[src/rtl/load_store_unit.sv]
// Load/store unit: turns core load/store requests into a registered req/gnt/rvalid bus access.
// Optional LSU_MISALIGN_TRAP_EN: misaligned half/word accesses finish with err_o and no bus access.
module load_store_unit #(
  parameter int unsigned TIMEOUT_CYCLES = 255
) (
  input  logic        clk,
  input  logic        rst_n,
  input  logic        mem_read_i,
  input  logic        mem_write_i,
  input  logic [2:0]  data_src_i,
  input  logic [1:0]  store_size_i,
  input  logic [31:0] addr_i,
  input  logic [31:0] wdata_i,
  output logic        stall_o,
  output logic [31:0] rdata_o,
  output logic        load_valid_o,
  output logic        err_o,
  output logic        bus_req_o,
  output logic        bus_we_o,
  output logic [31:0] bus_addr_o,
  output logic [3:0]  bus_be_o,
  output logic [31:0] bus_wdata_o,
  input  logic        bus_gnt_i,
  input  logic        bus_rvalid_i,
  input  logic [31:0] bus_rdata_i
);

  typedef enum logic [1:0] {IDLE, REQ, WAIT, DONE} state_t;

  localparam logic [7:0] TO_LAST = 8'(TIMEOUT_CYCLES - 1);

  state_t      state;
  logic [7:0]  cnt;
  logic        is_load, ld_sign;
  logic [1:0]  ld_size, off;

  logic        req, st, sgn, mis, timeout;
  logic [1:0]  sz, eoff;
  logic [3:0]  be;
  logic [31:0] wd, sh, ext;

  // Request decode; sz: 0 byte, 1 half, 2 word. A store wins over a load.
  always_comb begin
    req  = mem_read_i | mem_write_i;
    st   = mem_write_i;
    sgn  = 1'b0;
    sz   = 2'd2;
    eoff = 2'd0;
    be   = 4'b1111;
    wd   = wdata_i;
    if (st) begin
      sz = (store_size_i == 2'b11) ? 2'd2 : store_size_i;
    end else begin
      case (data_src_i)
        3'b000:  begin sz = 2'd0; sgn = 1'b1; end
        3'b001:  begin sz = 2'd1; sgn = 1'b1; end
        3'b100:  sz = 2'd0;
        3'b101:  sz = 2'd1;
        default: sz = 2'd2;
      endcase
    end
    case (sz)
      2'd0: begin
        eoff = addr_i[1:0];
        be   = 4'b0001 << addr_i[1:0];
        wd   = {4{wdata_i[7:0]}};
      end
      2'd1: begin
        eoff = {addr_i[1], 1'b0};
        be   = 4'b0011 << {addr_i[1], 1'b0};
        wd   = {2{wdata_i[15:0]}};
      end
      default: begin
        eoff = 2'd0;
        be   = 4'b1111;
        wd   = wdata_i;
      end
    endcase
`ifdef LSU_MISALIGN_TRAP_EN
    mis = ((sz == 2'd1) && addr_i[0]) || ((sz == 2'd2) && (addr_i[1:0] != 2'b00));
`else
    mis = 1'b0;
`endif
  end

  always_comb begin
    sh = bus_rdata_i >> {off, 3'b000};
    case (ld_size)
      2'd0:    ext = ld_sign ? {{24{sh[7]}}, sh[7:0]} : {24'b0, sh[7:0]};
      2'd1:    ext = ld_sign ? {{16{sh[15]}}, sh[15:0]} : {16'b0, sh[15:0]};
      default: ext = sh;
    endcase
  end

  assign timeout      = (cnt == TO_LAST);
  assign stall_o      = (state == IDLE) ? req : (state != DONE);
  assign load_valid_o = (state == DONE) && is_load && !err_o;

  always_ff @(posedge clk or negedge rst_n) begin
    if (!rst_n) begin
      state       <= IDLE;
      cnt         <= '0;
      is_load     <= 1'b0;
      ld_sign     <= 1'b0;
      ld_size     <= '0;
      off         <= '0;
      rdata_o     <= '0;
      err_o       <= 1'b0;
      bus_req_o   <= 1'b0;
      bus_we_o    <= 1'b0;
      bus_addr_o  <= '0;
      bus_be_o    <= '0;
      bus_wdata_o <= '0;
    end else begin
      case (state)
        IDLE: if (req) begin
          bus_we_o    <= st;
          bus_addr_o  <= {addr_i[31:2], 2'b00};
          bus_be_o    <= be;
          bus_wdata_o <= wd;
          is_load     <= !st;
          ld_size     <= sz;
          ld_sign     <= sgn;
          off         <= eoff;
          cnt         <= '0;
          rdata_o     <= '0;
          if (mis) begin
            err_o <= 1'b1;
            state <= DONE;
          end else begin
            err_o     <= 1'b0;
            bus_req_o <= 1'b1;
            state     <= REQ;
          end
        end
        REQ: begin
          // A grant on the last allowed cycle still aborts: WAIT would overrun the budget.
          if (timeout) begin
            bus_req_o <= 1'b0;
            err_o     <= 1'b1;
            rdata_o   <= '0;
            state     <= DONE;
          end else begin
            cnt <= cnt + 8'd1;
            if (bus_gnt_i) begin
              bus_req_o <= 1'b0;
              state     <= WAIT;
            end
          end
        end
        WAIT: begin
          if (bus_rvalid_i) begin
            if (is_load) rdata_o <= ext;
            state <= DONE;
          end else if (timeout) begin
            err_o   <= 1'b1;
            rdata_o <= '0;
            state   <= DONE;
          end else begin
            cnt <= cnt + 8'd1;
          end
        end
        default: state <= IDLE;
      endcase
    end
  end

endmodule

[config.mk]
export PLATFORM = sky130hd
export DESIGN_NAME = load_store_unit
export DESIGN_NICKNAME = d
export VERILOG_FILES = /design/src/rtl/load_store_unit.sv
export SDC_FILE = /design/constraint.sdc
export NUM_CORES = 1
export LEC_CHECK = 0
export ABC_AREA = 0
export BUFFER_PORTS_ARGS = -buffer_cell sky130_fd_sc_hd__buf_2
export CAP_MARGIN = 20
export CORE_ASPECT_RATIO = 0.7
export CORE_MARGIN = 2
export CORE_UTILIZATION = 54
export CTS_BUF_LIST = sky130_fd_sc_hd__clkbuf_16
export CTS_CLUSTER_DIAMETER = 80
export DETAILED_ROUTE_END_ITERATION = 16
export PLACE_DENSITY = 0.86
export REMOVE_ABC_BUFFERS = 1
export SLEW_MARGIN = 20
export SYNTH_ARGS = -nofsm -noshare
export SYNTH_HDL_FRONTEND = slang
export SYNTH_SLANG_ARGS = --single-unit
[constraint.sdc]
create_clock -name clk -period 3.4 [get_ports clk]
set_input_delay 0.51 -clock clk [delete_from_list [all_inputs] [get_ports clk]]
set_output_delay 0.51 -clock clk [all_outputs]
set_load 0.01 [all_outputs]
# Word level (Yosys, flattened, before mapping)
# Index checks and enable logic that the tools add are counted.
dict set report classes {
  addsub 1
  eq_ne 16
  shift 3
  n_mux 35
  bitwise 1
  n_reduce_logical 18
}
# op n
set op_table {}
lappend op_table {{$mux W32} 6}
lappend op_table {{$pmux W32 S2} 2}
lappend op_table {{$pmux W32 S3} 1}
lappend op_table {{$shr A32 B5 Y32} 1}
lappend op_table {{$mux W8} 3}
lappend op_table {{$pmux W8 S3} 1}
lappend op_table {{$mux W2} 7}
lappend op_table {{$reduce_and A3 Y1} 4}
lappend op_table {{$mux W1} 9}
lappend op_table {{$ne A3 B3 Y1 const B} 3}
lappend op_table {{$add A8 B1 Y8 const B} 1}
lappend op_table {{$eq A8 B8 Y1 const B} 1}
lappend op_table {{$pmux W2 S2} 2}
lappend op_table {{$pmux W4 S2} 1}
lappend op_table {{$eq A2 B1 Y1 const B} 3}
lappend op_table {{$eq A2 B2 Y1 const B} 3}
lappend op_table {{$eq A3 B3 Y1 const B} 2}
lappend op_table {{$logic_not A2 Y1} 3}
lappend op_table {{$ne A2 B2 Y1 const B} 3}
lappend op_table {{$pmux W2 S3} 1}
lappend op_table {{$reduce_or A2 Y1} 3}
lappend op_table {{$shl A1 B2 Y4 const A} 1}
lappend op_table {{$shl A2 B2 Y4 const A} 1}
lappend op_table {{$eq A3 B1 Y1 const B} 1}
lappend op_table {{other kinds (9)} 11}
dict set report word_totals {
  regBits 117
  inputBits 107
  word_cells 87
}

# Longest topological paths before layout
dict set report logic_depth {
  ltp_word 6
  ltp_mapped 8
  depth_no_buf 6
}

# Worst setup path after synthesis
# Ideal clock, no wire load.
dict set report synth_path {
  kind {flip-flop to flip-flop}
  start {reg state[0]}
  end {reg rdata_o[28]}
  setup_ps 126
  arrival_time_ps 1906
  required_ps 3274
  setup_slack_ps 1368
  stages_incl_launch_ff 8
  synth_period_minus_slack_ps 2032
  path_cell_list {dfrtp_1 -> inv_1 -> ha_1 -> nor3b_2 -> or3_1 -> o21bai_4 -> buf_6 -> a221o_1}
}
dict set report synth_via {
  elab_chain_cells 3
  word_cells_on_any_way 8
}
# element line_no
set synth_lines {}
lappend synth_lines {{start: declaration} 32} ;# state_t state;
lappend synth_lines {{start signal: assignment} 101} ;# state <= IDLE;
lappend synth_lines {{start signal: assignment} 129} ;# state <= DONE;
lappend synth_lines {{start signal: assignment} 133} ;# state <= REQ;
lappend synth_lines {{$eq A2 B2 Y1, or another cell as far along} 115} ;# case (state)
lappend synth_lines {{$ne A3 B3 Y1 (no source line), or another cell as far along} -}
lappend synth_lines {{$reduce_and A3 Y1 (no source line)} -}
lappend synth_lines {{end signal: assignment} 153} ;# if (is_load) rdata_o <= ext;
lappend synth_lines {{end: declaration} 15} ;# output logic [31:0] rdata_o,
# Several ways; a longest one is shown, not always the timed one.
# A chain may end at the register's enable or synchronous reset.

# Worst setup path in the final report
dict set report layout_path {
  start {reg state[0]}
  end {reg rdata_o[29]}
}
# The elaborated chain is that of the path after synthesis.

==> results_dict.tcl <==
set metrics [dict create \
    cp.arrival_ns 3.04 \
    insertedDiodeCount 0 \
    slew_headroom_pct 32.9 \
    syn2layout_area_growth_pct 28.6 \
    final_util_pct 71.1 \
    synth_seq_area_share_pct 51.4 \
    drv_cap 0 \
    p_per_area_nw_per_um2 882 \
    yosysTopAreaCellShare_pct 51.4 \
    cts_resized 0 \
    setup_viol 0 \
    worstSetupStartpoint "state[0]$_DFFE_PN0P_" \
    rsz0062_at_grt "no" \
    synth_top_area_cell "dfrtp_1" \
    power_frac_clock_pct 24.6 \
    synth-edff-count 0 \
    clk_pin_slew_ns 0.05 \
    total_power_uw 6460 \
    min_period_over_period_pct 79.3 \
    sequentialPowerShare_pct 34.8 \
    hold_path_class "in -> async" \
    drt-total-wl_um 16400 \
    dieHeight_um 90.0 \
    cts_setup_buffers 0 \
    p_int_uw 3860 \
    p_leak_uw 0.00378 \
    dpl.hpwl_um 11600 \
    yosys-top-cells-area "dfrtp_1, nand2_1, a31oi_1" \
    wl_per_cell_um 17.3 \
    cts_max_level 4 \
    coreArea_um2 10300 \
    layout_setup_ws_ns 0.705 \
    power_frac_comb_pct 40.6 \
    grt_max_degree 98 \
    hold_viol_final 0 \
    finalCriticalPeriod_ns 2.69 \
    cts_num_sinks 117 \
    irDropWorstVdd_mv 0.815 \
    clk_latency_ns 0.41 \
    initial_core_util_pct 55.2 \
    ys.flop_type "dfrtp_1" \
    dpl_worst_slack_ns 0.811 \
    port_buffers 209 \
    final_cell_area_um2 7330 \
    worst_slew_pin_slew_ns 1.01 \
    cp_max_fo 16 \
    grt_pass1_vias 5317 \
    nets 918 \
    grt_pass1_wl_um 26500 \
    viasPerCell 5.83 \
    holdBufCountCts 0 \
    dieArea_um2 11400 \
    antenna_found_initial 0 \
    dp_cells 917 \
    synth.avg_cell_area_um2 9.36 \
    skew_ns 0.00624 \
    critical_path_class "reg -> reg" \
    placed_cell_area_um2 6810 \
    p_sw_uw 2600 \
    synth_warnings 0 \
    grt_overflow 0 \
    layout-drive-gt1-share_pct 31.4 \
    cts_buffers 17 \
    end_kind "flip-flop" \
    drt_first_pass_iters 5 \
    final_cells 948 \
    netlist_instances 609 \
    ff2ff_setup_slack_ns 0.71 \
    worstReg2RegStart "state[0]$_DFFE_PN0P_" \
    grt_use_total_pct 29.1 \
    cts_tree "yes" \
    postRouteAntennaNets 0 \
    cp-start-kind "flip-flop" \
    cp.required_ns 3.74 \
    rows 31 \
    yosysUniqueCellTypes 54 \
    postSynth.asyncResetShare_pct 100 \
    slew_viol_final 0 \
    cts_max_path_buffers 2 \
    outcome "complete, no violations" \
    drtIter0Drc 398 \
    fp.dieW_um 127 \
    num_vias 5524 \
    syn-cell-area_um2 5700 \
    p_sw_share_pct 40.2 \
    max_freq_mhz 371 \
    clockRootBuffer "clkbuf_16" \
    drc 0 \
    ys_ff_latch 117 \
    gp_congestion 0.865 \
    pin_count 212 \
]
[stage by stage]
step	hold slack (ns)	TNS, ns
after floorplan	0.214	-43.92
after global placement	0.452	0
after detailed placement	0.458	0
after CTS	0.213	0
after global routing	0.261	0
final	0.181	0
[path summary, 6_finish.rpt]
path                       cells past startpoint                         end
min reg2reg                                    2  bus_addr_o[31]$_DFFE_PN0P_
min in group clk                               3  bus_addr_o[17]$_DFFE_PN0P_
max in group asynchronous                      2   bus_addr_o[5]$_DFFE_PN0P_
min                                            1         is_load$_DFFE_PN0P_
max                                            6     rdata_o[29]$_DFFE_PN0P_
max reg2reg                                    6     rdata_o[29]$_DFFE_PN0P_
[cell families (layout without fill, tap and decap cells)]
group	Yosys count	after routing	synth area share, %
adders and majority gates	7	7	1.54
and+or+nand+nor	276	276	21.4
AOI/OAI and AO/OA	138	138	17.7
other	1	2	0.0658
muxes	22	22	4.13
DFF	117	117	51.4
buffers and inverters	48	254	3.84
[worst max-delay path, cell delays in order (launching register included)]
cell and delay (ns):
dfrtp_1 0.41, inv_1 0.08, ha_1 0.49, nand4_1 0.23
or3_1 0.39, a2111oi_4 0.79, a221o_1 0.23
[cell usage in the layout, fill, tap and decap left out, drive strengths merged, types with 4 or more instances in the layout]
| cell type | instances |
|---|---|
| a32o | 8 |
| a22oi | 8 |
| mux2i | 19 |
| inv | 9 |
| a31oi | 36 |
| clkinv | 8 |
| a21oi | 22 |
| buf | 216 |
| o211ai | 8 |
| clkbuf | 17 |
| or3 | 4 |
| nand3 | 7 |
| o21ai | 13 |
| nor2 | 49 |
| dfrtp | 117 |
| ha | 7 |
| a211o | 15 |
| a221o | 8 |
| nor2b | 8 |
| nand2 | 172 |
| nand4 | 9 |
| nand3b | 8 |
[power by group through the flow]
| stage | clock network, uW | registers (uW) | logic [uW] |
|---|---|---|---|
| after floorplan | 0 | 2470 | 1360 |
| after global placement | 0 | 2220 | 2520 |
| after detailed placement | 0 | 2250 | 2610 |
| after CTS | 1600 | 2240 | 2630 |
| after global routing | 1670 | 2310 | 2900 |
| final | 1590 | 2250 | 2630 |
[state kept, by name, indices dropped and copies added (netlist names)]
signal and count:
cnt 8, is_load 1, off 2, bus_we_o 1, bus_wdata_o 32, ld_size 2, bus_req_o 1, bus_addr_o 30
ld_sign 1, err_o 1, bus_be_o 4, rdata_o 32, state 2
[per-layer routing]
| metal | part of all wire [%] | global-route usage (%) | up-vias |
|---|---|---|---|
| met4 | 1.7 | 8.33 | 0 |
| met5 | 0 | 0 | - |
| met1 | 42 | 39.8 | 2633 |
| met3 | 9.0 | 7.56 | 33 |
| met2 | 47 | 46.5 | 313 |
| li1 | - | - | 2545 |
[final cells by class]
| class | count | area, um^2 |
|---|---|---|
| clock inverters | 14 | 97.6 |
| clock buffers | 17 | 425 |
| flip-flops and latches | 117 | 2930 |
| multi-input cells | 445 | 2570 |
| repair buffers | 216 | 1110 |
| well taps | 132 | 165 |
| fillers | 808 | 2990 |
| inverters | 7 | 26.3 |
[Yosys cell counts, types with 8 or more instances]
| master | number |
|---|---|
| nand2_1 | 172 |
| dfrtp_1 | 117 |
| nor2_1 | 46 |
| a31oi_1 | 36 |
| a21oi_1 | 22 |
| clkbuf_1 | 22 |
| mux2i_1 | 19 |
| a211o_1 | 15 |
| o21ai_0 | 12 |
| buf_2 | 10 |
| nand4_1 | 9 |
| a221o_1 | 8 |
| a22oi_1 | 8 |
| a32o_1 | 8 |
| nand3b_1 | 8 |
| nor2b_1 | 8 |
| o211ai_1 | 8 |
(Power assumes the default switching activity.)
